**src/rtl/spi_flash_seq_if.sv**
```systemverilog
// Host request/completion and spi_flash command/response signals of the flash sequencer.
// The sequencer binds to the slave modport; the host plus flash side binds to master.
interface spi_flash_seq_if #(
    parameter int CMD_WD  = 8,
    parameter int ADDR_WD = 24,
    parameter int DATA_WD = 8,
    parameter int TOL_WD  = CMD_WD + ADDR_WD + DATA_WD
);
    logic [TOL_WD-1:0]  req_op;
    logic               req_vld;
    logic               req_rdy;
    logic               done_vld;
    logic               done_err;
    logic [DATA_WD-1:0] done_data;
    logic               busy;
    logic [TOL_WD-1:0]  flash_cmd;
    logic               flash_cmd_vld;
    logic               flash_cmd_rdy;
    logic               flash_rsp_vld;
    logic [DATA_WD-1:0] flash_rsp_data;

    modport slave (
        input  req_op,
        input  req_vld,
        output req_rdy,
        output done_vld,
        output done_err,
        output done_data,
        output busy,
        output flash_cmd,
        output flash_cmd_vld,
        input  flash_cmd_rdy,
        input  flash_rsp_vld,
        input  flash_rsp_data
    );

    modport master (
        output req_op,
        output req_vld,
        input  req_rdy,
        input  done_vld,
        input  done_err,
        input  done_data,
        input  busy,
        input  flash_cmd,
        input  flash_cmd_vld,
        output flash_cmd_rdy,
        output flash_rsp_vld,
        output flash_rsp_data
    );
endinterface

```
**src/rtl/spi_flash_seq.sv**
```systemverilog
// Command sequencer in front of spi_flash: power-up hold, read-class pass-through, and
// WREN + operation + RDSR polling for program/erase/write-status commands.
module spi_flash_seq #(
    parameter int CMD_WD    = 8,
    parameter int ADDR_WD   = 24,
    parameter int DATA_WD   = 8,
    parameter int TOL_WD    = CMD_WD + ADDR_WD + DATA_WD,
    parameter int PWRUP_CYC = 64516,
    parameter int POLL_GAP  = 16,
    parameter int MAX_POLLS = 65535
) (
    input  logic           clk,
    input  logic           rst_n,
    spi_flash_seq_if.slave bus
);

    localparam logic [3:0] S_PWRUP      = 4'd0;
    localparam logic [3:0] S_IDLE       = 4'd1;
    localparam logic [3:0] S_WREN_ISSUE = 4'd2;
    localparam logic [3:0] S_WREN_WAIT  = 4'd3;
    localparam logic [3:0] S_OP_ISSUE   = 4'd4;
    localparam logic [3:0] S_OP_WAIT    = 4'd5;
    localparam logic [3:0] S_GAP        = 4'd6;
    localparam logic [3:0] S_POLL_ISSUE = 4'd7;
    localparam logic [3:0] S_POLL_WAIT  = 4'd8;
    localparam logic [3:0] S_DONE       = 4'd9;

    localparam int CNT_MAX = (PWRUP_CYC > POLL_GAP) ? PWRUP_CYC : POLL_GAP;
    localparam int CNT_WD  = $clog2(CNT_MAX + 1);
    localparam int POLL_WD = 16;

    localparam logic [TOL_WD-1:0] CMD_WREN = {CMD_WD'(8'h06), {(TOL_WD-CMD_WD){1'b0}}};
    localparam logic [TOL_WD-1:0] CMD_RDSR = {CMD_WD'(8'h05), {(TOL_WD-CMD_WD){1'b0}}};

    localparam logic [CNT_WD-1:0]  PWRUP_LAST = CNT_WD'(PWRUP_CYC - 1);
    localparam logic [CNT_WD-1:0]  GAP_LAST   = CNT_WD'(POLL_GAP - 1);
    localparam logic [POLL_WD-1:0] POLL_LIMIT = POLL_WD'(MAX_POLLS);

    // Opcodes that modify the array or status register and therefore need WREN and polling.
    function automatic logic is_write_class(input logic [CMD_WD-1:0] op);
        logic hit;
        case (op)
            CMD_WD'(8'h02), CMD_WD'(8'h38), CMD_WD'(8'h20), CMD_WD'(8'h52),
            CMD_WD'(8'hD8), CMD_WD'(8'h60), CMD_WD'(8'hC7), CMD_WD'(8'h01): hit = 1'b1;
            default:                                                          hit = 1'b0;
        endcase
        return hit;
    endfunction

    logic [3:0]         state;
    logic [CNT_WD-1:0]  wait_cnt;
    logic [POLL_WD-1:0] poll_cnt;
    logic [POLL_WD-1:0] poll_nxt;
    logic [TOL_WD-1:0]  req_q;
    logic               wr_q;
    logic [DATA_WD-1:0] rsp_q;
    logic               err_q;
    logic [TOL_WD-1:0]  cmd_q;
    logic               cmd_vld_q;

    // NOTE: every always_comb output gets a default first so no path can infer a latch.
    always_comb begin
        poll_nxt = poll_cnt;
        if (poll_cnt != '1) begin
            poll_nxt = poll_cnt + 1'b1;
        end
    end

    // NOTE: state is updated with non-blocking assignments only, and every register is
    // cleared by the asynchronous reset so a mid-operation reset leaves nothing stale.
    always_ff @(posedge clk or negedge rst_n) begin
        if (!rst_n) begin
            state     <= S_PWRUP;
            wait_cnt  <= '0;
            poll_cnt  <= '0;
            req_q     <= '0;
            wr_q      <= 1'b0;
            rsp_q     <= '0;
            err_q     <= 1'b0;
            cmd_q     <= '0;
            cmd_vld_q <= 1'b0;
        end else begin
            case (state)
                S_PWRUP: begin
                    if (wait_cnt == PWRUP_LAST) begin
                        wait_cnt <= '0;
                        state    <= S_IDLE;
                    end else begin
                        wait_cnt <= wait_cnt + 1'b1;
                    end
                end

                S_IDLE: begin
                    if (bus.req_vld) begin
                        req_q <= bus.req_op;
                        wr_q  <= is_write_class(bus.req_op[TOL_WD-1 -: CMD_WD]);
                        state <= is_write_class(bus.req_op[TOL_WD-1 -: CMD_WD]) ?
                                 S_WREN_ISSUE : S_OP_ISSUE;
                    end
                end

                // Issue states raise vld one cycle after entry and hold the command until accepted.
                S_WREN_ISSUE: begin
                    if (!cmd_vld_q) begin
                        cmd_vld_q <= 1'b1;
                        cmd_q     <= CMD_WREN;
                    end else if (bus.flash_cmd_rdy) begin
                        cmd_vld_q <= 1'b0;
                        state     <= S_WREN_WAIT;
                    end
                end

                S_WREN_WAIT: begin
                    if (bus.flash_rsp_vld) begin
                        state <= S_OP_ISSUE;
                    end
                end

                S_OP_ISSUE: begin
                    if (!cmd_vld_q) begin
                        cmd_vld_q <= 1'b1;
                        cmd_q     <= req_q;
                    end else if (bus.flash_cmd_rdy) begin
                        cmd_vld_q <= 1'b0;
                        state     <= S_OP_WAIT;
                    end
                end

                S_OP_WAIT: begin
                    if (bus.flash_rsp_vld) begin
                        rsp_q <= bus.flash_rsp_data;
                        err_q <= 1'b0;
                        if (wr_q) begin
                            poll_cnt <= '0;
                            wait_cnt <= '0;
                            state    <= S_GAP;
                        end else begin
                            state <= S_DONE;
                        end
                    end
                end

                S_GAP: begin
                    if (wait_cnt == GAP_LAST) begin
                        wait_cnt <= '0;
                        state    <= S_POLL_ISSUE;
                    end else begin
                        wait_cnt <= wait_cnt + 1'b1;
                    end
                end

                S_POLL_ISSUE: begin
                    if (!cmd_vld_q) begin
                        cmd_vld_q <= 1'b1;
                        cmd_q     <= CMD_RDSR;
                    end else if (bus.flash_cmd_rdy) begin
                        cmd_vld_q <= 1'b0;
                        state     <= S_POLL_WAIT;
                    end
                end

                // Timeout is judged on the count including the poll that just returned.
                S_POLL_WAIT: begin
                    if (bus.flash_rsp_vld) begin
                        rsp_q    <= bus.flash_rsp_data;
                        poll_cnt <= poll_nxt;
                        if (!bus.flash_rsp_data[0]) begin
                            err_q <= 1'b0;
                            state <= S_DONE;
                        end else if (poll_nxt == POLL_LIMIT) begin
                            err_q <= 1'b1;
                            state <= S_DONE;
                        end else begin
                            wait_cnt <= '0;
                            state    <= S_GAP;
                        end
                    end
                end

                S_DONE: begin
                    state <= S_IDLE;
                end

                default: begin
                    state <= S_PWRUP;
                end
            endcase
        end
    end

    assign bus.req_rdy       = (state == S_IDLE);
    assign bus.busy          = (state != S_IDLE);
    assign bus.done_vld      = (state == S_DONE);
    assign bus.done_err      = (state == S_DONE) && err_q;
    assign bus.done_data     = rsp_q;
    assign bus.flash_cmd     = cmd_q;
    assign bus.flash_cmd_vld = cmd_vld_q;

endmodule
```
**src/flat_wrapper.sv**
```systemverilog
// flat-port wrapper written by rule: the top's interface ports become plain ports
module spi_flash_seq_flat 
#(
    parameter int CMD_WD    = 8,
    parameter int ADDR_WD   = 24,
    parameter int DATA_WD   = 8,
    parameter int TOL_WD    = CMD_WD + ADDR_WD + DATA_WD,
    parameter int PWRUP_CYC = 64516,
    parameter int POLL_GAP  = 16,
    parameter int MAX_POLLS = 65535
)
  (clk, rst_n, bus_req_op, bus_req_vld, bus_req_rdy, bus_done_vld, bus_done_err, bus_done_data, bus_busy, bus_flash_cmd, bus_flash_cmd_vld, bus_flash_cmd_rdy, bus_flash_rsp_vld, bus_flash_rsp_data);
  spi_flash_seq_if #(.CMD_WD(CMD_WD), .ADDR_WD(ADDR_WD), .DATA_WD(DATA_WD), .TOL_WD(TOL_WD)) bus_i ();
  input  logic clk;
  input  logic rst_n;
  input wire logic [$bits(bus_i.req_op)-1:0] bus_req_op;
  input wire logic [$bits(bus_i.req_vld)-1:0] bus_req_vld;
  output wire logic [$bits(bus_i.req_rdy)-1:0] bus_req_rdy;
  output wire logic [$bits(bus_i.done_vld)-1:0] bus_done_vld;
  output wire logic [$bits(bus_i.done_err)-1:0] bus_done_err;
  output wire logic [$bits(bus_i.done_data)-1:0] bus_done_data;
  output wire logic [$bits(bus_i.busy)-1:0] bus_busy;
  output wire logic [$bits(bus_i.flash_cmd)-1:0] bus_flash_cmd;
  output wire logic [$bits(bus_i.flash_cmd_vld)-1:0] bus_flash_cmd_vld;
  input wire logic [$bits(bus_i.flash_cmd_rdy)-1:0] bus_flash_cmd_rdy;
  input wire logic [$bits(bus_i.flash_rsp_vld)-1:0] bus_flash_rsp_vld;
  input wire logic [$bits(bus_i.flash_rsp_data)-1:0] bus_flash_rsp_data;
  assign bus_i.req_op = bus_req_op;
  assign bus_i.req_vld = bus_req_vld;
  assign bus_req_rdy = bus_i.req_rdy;
  assign bus_done_vld = bus_i.done_vld;
  assign bus_done_err = bus_i.done_err;
  assign bus_done_data = bus_i.done_data;
  assign bus_busy = bus_i.busy;
  assign bus_flash_cmd = bus_i.flash_cmd;
  assign bus_flash_cmd_vld = bus_i.flash_cmd_vld;
  assign bus_i.flash_cmd_rdy = bus_flash_cmd_rdy;
  assign bus_i.flash_rsp_vld = bus_flash_rsp_vld;
  assign bus_i.flash_rsp_data = bus_flash_rsp_data;
  spi_flash_seq #(.CMD_WD(CMD_WD), .ADDR_WD(ADDR_WD), .DATA_WD(DATA_WD), .TOL_WD(TOL_WD), .PWRUP_CYC(PWRUP_CYC), .POLL_GAP(POLL_GAP), .MAX_POLLS(MAX_POLLS)) u_core (.clk(clk), .rst_n(rst_n), .bus(bus_i));
endmodule
```
**config.mk**
```make
export PLATFORM = sky130hd
export DESIGN_NAME = spi_flash_seq_flat
export DESIGN_NICKNAME = d
export VERILOG_FILES = /design/src/rtl/spi_flash_seq_if.sv /design/src/rtl/spi_flash_seq.sv /design/src/flat_wrapper.sv
export SDC_FILE = /design/constraint.sdc
export NUM_CORES = 1
export LEC_CHECK = 0
export ABC_CLOCK_PERIOD_IN_PS = 6600
export CORE_ASPECT_RATIO = 2
export CORE_MARGIN = 1
export CORE_UTILIZATION = 57
export DETAILED_ROUTE_END_ITERATION = 7
export PLACE_DENSITY = 0.85
export SYNTH_ARGS = -nofsm -noshare
export SYNTH_HDL_FRONTEND = slang
export SYNTH_SLANG_ARGS = --single-unit
```
**constraint.sdc**
```tcl
create_clock -name clk -period 6.6 [get_ports clk]
set_input_delay 1.98 -clock clk [delete_from_list [all_inputs] [get_ports clk]]
set_output_delay 1.98 -clock clk [all_outputs]
set_load 0.005 [all_outputs]
```
Yosys cells after proc, flatten, opt, wreduce, memory -nomap -nowiden
Cells that the tools add are included.
{"block": "word_totals", "regBits": 127, "latchBits": 0, "mem_bits_rw": 0, "mem_bits_ro": 0, "input_bits": 53, "memories": 0}
{"block": "classes", "add_sub_neg": 2, "mul": 0, "div": 0, "n_lt_le_gt_ge": 0, "n_eq_ne": 41, "shift": 0, "mux": 42, "n_bitwise": 0, "n_reduce_logical": 15}
{"operator": "16-bit two-way mux", "n": 9}
{"operator": "40-bit two-way mux", "n": 3}
{"operator": "40-bit case mux with 3 select lines", "n": 1}
{"operator": "16-bit case mux with 4 select lines", "n": 1}
{"operator": "4-bit two-way mux", "n": 15}
{"operator": "4-bit case mux with 10 select lines", "n": 1}
{"operator": "16-bit by 1-bit adder with 16-bit output, second input constant", "n": 2}
{"operator": "16-bit == test, second input constant", "n": 2}
{"operator": "16-bit case mux with 2 select lines", "n": 1}
{"operator": "2-bit inequality test, second input constant", "n": 12}
{"operator": "16-bit by 4-bit == test with 1-bit output, second input constant", "n": 1}
{"operator": "4-bit by 3-bit == test with 1-bit output, second input constant", "n": 4}
{"operator": "8-bit by 6-bit == test with 1-bit output, second input constant", "n": 2}
{"operator": "8-bit by 7-bit == test with 1-bit output, second input constant", "n": 2}
{"operator": "8-bit == test, second input constant", "n": 2}
{"operator": "16-bit inequality test, second input constant", "n": 1}
{"operator": "2-bit by 1-bit inequality test with 1-bit output, second input constant", "n": 6}
{"operator": "12-bit AND reduction", "n": 1}
{"operator": "4-bit AND reduction", "n": 3}
{"operator": "1-bit two-way mux", "n": 9}
{"operator": "4-bit by 2-bit == test with 1-bit output, second input constant", "n": 2}
{"operator": "4-bit == test, second input constant", "n": 2}
{"operator": "8-bit by 1-bit == test with 1-bit output, second input constant", "n": 1}
{"operator": "8-bit by 2-bit == test with 1-bit output, second input constant", "n": 1}
{"operator": "other kinds (15)", "n": 16}

Logic depth before layout (Yosys ltp)
Gate-level depths: netlist (run 1).
{"block": "logic_depth", "ltp_word": 8, "ltp_mapped": 9, "depth_no_buf": 7}

Worst setup path before layout (run 1)
OpenSTA, ideal clock, no wires.
{"block": "synth_path", "path_type": "input to register", "startpoint": "in bus_flash_rsp_vld", "endpoint": "reg u_core.state[1]", "setup_time_ns": 0.126, "arrival_time_ns": 3.105, "path_slack_ns": 3.369, "cell_stages": 7, "path_cell_list": "mux2i_1 -> a2bb2oi_1 -> o21ai_0 -> nor4bb_1 -> clkbuf_1 -> o21ai_0 -> a221o_1"}
{"block": "synth_via", "elab_chain_len": 2}
{"item": "from (decl)", "line_no": "flat_wrapper.sv:26", "text": "input wire logic [$bits(bus_i.flash_rsp_vld)-1:0] bus_flash_rsp_vld;"}
{"item": "2-bit inequality test (no line)"}
{"item": "12-bit AND reduction (no line) (*)"}
{"item": "to (signal assigned)", "line_no": "spi_flash_seq.sv:97", "text": "state <= is_write_class(bus.req_op[TOL_WD-1 -: CMD_WD]) ?"}
{"item": "to (decl)", "line_no": "spi_flash_seq.sv:50", "text": "logic [3:0] state;"}
Mark *: on every way between the ends. The rest lies on a longest branch, timed or not.
A chain may end at the register's enable or synchronous reset.

Final worst setup path (run 1)
{"block": "layout_path", "startpoint": "in bus_flash_rsp_vld", "endpoint": "reg u_core.poll_cnt[7]"}
{"block": "layout_via", "elab_chain_len": 2}
{"item": "2-bit inequality test (no line)"}
{"item": "4-bit AND reduction (no line) (*)"}
{"item": "to (signal assigned)", "line_no": "spi_flash_seq.sv:166", "text": "poll_cnt <= poll_nxt;"}
{"item": "to (decl)", "line_no": "spi_flash_seq.sv:52", "text": "logic [POLL_WD-1:0] poll_cnt;"}
Marked as above.

==> out/metrics.yaml, run 1 <==
syn_inst: 572
core-area_um2: 10500
layout-drive-gt1-share_pct: 16.4
muxShareOfSynthArea_pct: 9.16
ant_nets: 0
synthAdderAreaFrac_pct: 0.402
reg2reg_slack_ns: 3.12
clkSinkCount: 127
post_drt_via_cell_ratio: 6.30
synth.avg_cell_area_um2: 10.9
synth_compound_area_share_pct: 19.6
drc: 0
cts_root_buf: "clkbuf_16"
yosys.cell_count.top_type: "dfrtp_1"
synth_xor_area_share_pct: 0.844
slew_violations: 0
synth-edff-count: 0
ir_drop_mv: 0.306
fin_crit_ns: 4.54
gp_congestion: 0.921
syn_area_um2: 6230
worst_pin_slew_ns: 1.12
dp_slack_ns: 1.76
power_density_nw_per_um2: 460
diodes: 0
setup_viol: 0
hold_depth: 1
maxCapViolCount: 0
numPortBuffers: 105
worstPathMaxFanout: 13
synth-main-ff-cell: "dfrtp_1"
grt-ovfl-total: 0
fin_tns_setup_ns: 0
numCtsBuffers: 17
yosys.area.top_type: "dfrtp_1"
worstPathRequired_ns: 6.90
wl_per_cell_um: 19.7
r2r_cells: 5
slew_headroom_pct: 24.3
synth_top_family_by_area: "compound AO/OA/AOI/OAI gates"
io_pins: 106
crit_path_start_kind: "primary input"
netlist.area_leader.share_pct: 51.0
grt_pass1_wl_um: 25900
tritoncts: "yes"
synth.distinct_cells: 68
start_util_pct: 59.1
dr.pass1.iters: 6
hold_violations: 0
clock-skew-final_ns: 0.00726
drtIter0Drc: 391
rsz0062_at_grt: "no"
clk_latency_ns: 0.42
grtUsageTotal_pct: 29.4
fmax_ghz: 0.220
yosys.area_share.simple_pct: 14.3
min_to: "u_core.bus.flash_cmd[14]$_DFFE_PN0P_"
path_clk_slew_ns: 0.06
hp-class: "register to register"
arrival_ns: 4.83
dp_hpwl_um: 10700
fin_crit_sh_pct: 68.8
grt_pass1_vias: 5216
leakagePower_nw: 3.30
wirelength_um: 16000
crit_type: "primary input to register"
nNetsFinal: 717
yosys-top-cells-area: "dfrtp_1 (51%), mux2_2 (8.7%), a22o_1 (5.1%), nand3_1 (2.3%), a21oi_1 (2.1%)"
reg2reg_from: "u_core.state[3]$_DFFE_PN0P_"
status: "finished, final reports clean"
filler_cell_count: 649
ys_seq_elements: 127
syn2layout_area_growth_pct: 26.1
htreeDepth: 4
critPathCaptureType: "register"
layout_setup_ws_ns: 2.06
cts_resized: 0
cts_hold_buf: 0
grt_start_max_net_pins: 72
die_w_um: 75.9
ys_warn_count: 0
synth-async-reset-ratio_pct: 100
grt_antenna_before_repair: 0
synth_common_cells: "dfrtp_1 (127), mux2_2 (48), a22o_1 (36), clkbuf_1 (31)"
reg2reg_to: "u_core.poll_cnt[7]$_DFFE_PN0P_"
fp.dieH_um: 150
ys_seq_area_share_pct: 51.0
die_area_um2: 11400
std_cell_rows: 53
syn_nets: 627
clockBufferDepth: 2
min_from: "u_core.req_q[14]$_DFFE_PN0P_"
vias: 5117
post_cts_buffers: 0
per-layer routing:
| metal | up-vias | global-route usage, % | wire length [um] |
|---|---|---|---|
| met4 | 0 | 14.5 | 569 |
| met5 | - | 0 | 0 |
| li1 | 2311 | - | - |
| met2 | 209 | 52.9 | 8850 |
| met1 | 2544 | 32.0 | 5690 |
| met3 | 53 | 7.62 | 923 |
flip-flops by register name, indices dropped and copies added, names as in the netlist:
register / cells
u_core.wait_cnt: 16
u_core.bus.flash_cmd: 40
u_core.wr_q: 1
u_core.bus.flash_cmd_vld: 1
u_core.state: 4
u_core.poll_cnt: 16
u_core.bus.done_data: 8
u_core.req_q: 40
u_core.err_q: 1
logic make-up (layout without fill, tap and decap cells):
group	after synthesis	after routing
muxes	51	51
adders and majority gates	2	2
xor gates and xnor gates	6	6
and+or+nand+nor	164	164
AOI/OAI and AO/OA	156	156
buffers and inverters	66	169
DFF	127	127
layout make-up:
type	count	area, um2	area share [%]
sequential	127	3180	40.5
multi-input combinational	379	2770	35.3
timing repair buffer	110	1090	13.8
clock buffer	19	433	5.51
tap	137	171	2.18
clock inverter	13	116	1.48
inverter	27	101	1.29
worst max path at each step:
stage          cells past startpoint                        endpoint              start
5_1_grt                            6  u_core.poll_cnt[7]$_DFFE_PN0P_  bus_flash_rsp_vld
3_3_place_gp                       6  u_core.poll_cnt[7]$_DFFE_PN0P_  bus_flash_rsp_vld
3_5_place_dp                       6  u_core.poll_cnt[7]$_DFFE_PN0P_  bus_flash_rsp_vld
2_1_floorplan                      7     u_core.state[1]$_DFFE_PN0P_  bus_flash_rsp_vld
4_1_cts                            6  u_core.poll_cnt[7]$_DFFE_PN0P_  bus_flash_rsp_vld
6_report                           6  u_core.poll_cnt[7]$_DFFE_PN0P_  bus_flash_rsp_vld
worst max-delay path, cell delays in order:
cell	delay [ns]
clkdlybuf4s50_1	0.63
nand2b_1	0.09
a21oi_1	0.85
o31a_1	0.57
nand3_1	0.29
o41ai_1	0.42
layout by cell type (no fill, tap or decap), types with 23 or more instances in the layout:
cell type        instances
a21oi_1                 26
a22o_1                  36
inv_1                   27
o21ai_0                 23
dfrtp_1                127
mux2_2                  48
nand2_1                 29
nand3_1                 29
nor2_1                  30
clkdlybuf4s50_1        104
power breakdown:
group          leakage, nW  switching [mW]  internal (mW)
combinational         1.47           0.652          0.734
clock                0.263           0.353          0.518
sequential            1.56           0.262           1.09
per-stage QoR:
stage / cells / utilization, % / instance area, um2 / total power [mW] / hold slack, ns
2_1_floorplan: 572 / - / 6230 / 2.17 / 0.450
3_3_place_gp: 780 / 69.3 / 7310 / 2.64 / 0.462
3_5_place_dp: 780 / 69.3 / 7310 / 2.72 / 0.478
4_1_cts: 812 / 74.5 / 7860 / 3.63 / 0.487
5_1_grt: 812 / 74.5 / 7860 / 3.81 / 0.495
6_report: 812 / 74.5 / 7860 / 3.61 / 0.489
No activity file was read; power rests on OpenSTA's default activity.
==> inputs of run 2 (changes only) <==
--- a/config.mk
+++ b/config.mk
@@ -5,12 +5,12 @@
 export SDC_FILE = /design/constraint.sdc
 export NUM_CORES = 1
 export LEC_CHECK = 0
-export ABC_CLOCK_PERIOD_IN_PS = 6600
+export ABC_CLOCK_PERIOD_IN_PS = 4300
 export CORE_ASPECT_RATIO = 2
 export CORE_MARGIN = 1
-export CORE_UTILIZATION = 57
+export CORE_UTILIZATION = 53
 export DETAILED_ROUTE_END_ITERATION = 7
-export PLACE_DENSITY = 0.85
+export PLACE_DENSITY = 0.8
 export SYNTH_ARGS = -nofsm -noshare
 export SYNTH_HDL_FRONTEND = slang
 export SYNTH_SLANG_ARGS = --single-unit
==> constraint.sdc (replaced) <==
create_clock -name clk -period 4.3 [get_ports clk]
set_input_delay 1.29 -clock clk [delete_from_list [all_inputs] [get_ports clk]]
set_output_delay 1.29 -clock clk [all_outputs]
set_load 0.005 [all_outputs]
==> out/metrics.yaml, run 2 (same netlist as run 1, synthesis figures left out) <==
status: "finished, final reports clean"
wl_per_cell_um: 18.9
htreeDepth: 4
arrival_ns: 2.39
crit_path_start_kind: "register"
grt-ovfl-total: 0
std_cell_rows: 55
vias: 5125
maxCapViolCount: 0
numPortBuffers: 105
start_util_pct: 54.8
dp_hpwl_um: 11000
layout_commonest_cell: "dfrtp_1"
worstPathMaxFanout: 18
grt_pass1_vias: 5315
path_clk_slew_ns: 0.06
reg2reg_slack_ns: 1.25
leakagePower_nw: 3.35
fin_crit_sh_pct: 85.6
cts_resized: 0
hp-class: "register to register"
io_pins: 106
fmax_ghz: 0.272
grtUsageTotal_pct: 27.0
diodes: 0
clockBufferDepth: 2
clock-skew-final_ns: 0.00959
worst_pin_slew_ns: 1.01
layout-drive-gt1-share_pct: 17.6
slew_headroom_pct: 32.3
post_drt_via_cell_ratio: 6.22
ant_nets: 0
core-area_um2: 11400
grt_start_max_net_pins: 71
drtIter0Drc: 339
post_cts_buffers: 0
fp.dieH_um: 155
drc: 0
die_area_um2: 12200
instances_no_fill: 824
nNetsFinal: 724
wirelength_um: 15600
power_density_nw_per_um2: 709
syn2layout_area_growth_pct: 27.6
setup_viol: 0
cts_hold_buf: 0
fin_crit_ns: 3.68
dp_cells: 792
fin_tns_setup_ns: 0
grt_antenna_before_repair: 0
dr.pass1.iters: 5
ir_drop_mv: 0.498
numCtsBuffers: 17
worstPathRequired_ns: 3.01
critPathCaptureType: "primary output"
die_w_um: 78.6
cts_root_buf: "clkbuf_16"
gp_congestion: 0.950
rsz0062_at_grt: "no"
crit_type: "register to primary output"
grt_pass1_wl_um: 25700
tritoncts: "yes"
slew_violations: 0
layout_common_cells: "dfrtp_1 (127), clkdlybuf4s50_1 (104), mux2_2 (48)"
hold_violations: 0
clk_latency_ns: 0.42
clkSinkCount: 127
-- run 2: cell type report --
class                   count  area, um2
well taps                 142        178
fillers                   813       3410
inverters                  27        101
clock buffers              18        439
multi-input cells         379       2770
clock inverters            14        143
repair buffers            117       1140
flip-flops and latches    127       3180
-- run 2: layer usage --
layer	vias up	global-route usage (%)	wire length, um	part of all wire (%)
met3	57	6.45	869	5.6
met2	205	48.2	8580	55
met5	-	0	0	0
met1	2539	29.5	5610	36
li1	2324	-	-	-
met4	0	12.9	540	3.5
-- run 2: worst paths after layout --
check	from	end	cells after the start
max in group asynchronous	rst_n	u_core.bus.done_data[1]$_DFFE_PN0P_	2
min reg2reg	u_core.req_q[32]$_DFFE_PN0P_	u_core.req_q[32]$_DFFE_PN0P_	2
min in group asynchronous	rst_n	u_core.wait_cnt[7]$_DFFE_PN0P_	1
min	u_core.req_q[32]$_DFFE_PN0P_	u_core.req_q[32]$_DFFE_PN0P_	2
max reg2reg	u_core.poll_cnt[0]$_DFFE_PN0P_	u_core.wait_cnt[2]$_DFFE_PN0P_	6
max	u_core.state[0]$_DFFE_PN0P_	bus_req_rdy	4
-- run 2: critical path, cell delays in order, from the launching register on --
cell,delay (ns)
dfrtp_1,0.66
nand2b_1,0.24
or3_1,0.44
inv_1,0.12
clkdlybuf4s50_1,0.51
-- run 2: power breakdown --
part / switching (mW) / leakage [nW] / internal [mW] / total, mW
logic: 0.992 / 1.51 / 1.15 / 2.14
registers: 0.392 / 1.56 / 1.68 / 2.07
clock network: 0.594 / 0.283 / 0.831 / 1.43
total: 1.98 / 3.35 / 3.66 / 5.64
-- run 2: stage by stage --
stage	hold slack [ns]	utilization [%]	instance area, um2	setup slack, ns	power (mW)
after CTS	0.485	70.0	7950	0.647	5.66
final	0.486	70.0	7950	0.618	5.64
after global placement	0.461	64.9	7360	0.935	4.09
after global routing	0.502	70.0	7950	0.518	5.95
after detailed placement	0.470	64.9	7360	0.864	4.21
after floorplan	0.450	-	6230	1.73	3.34
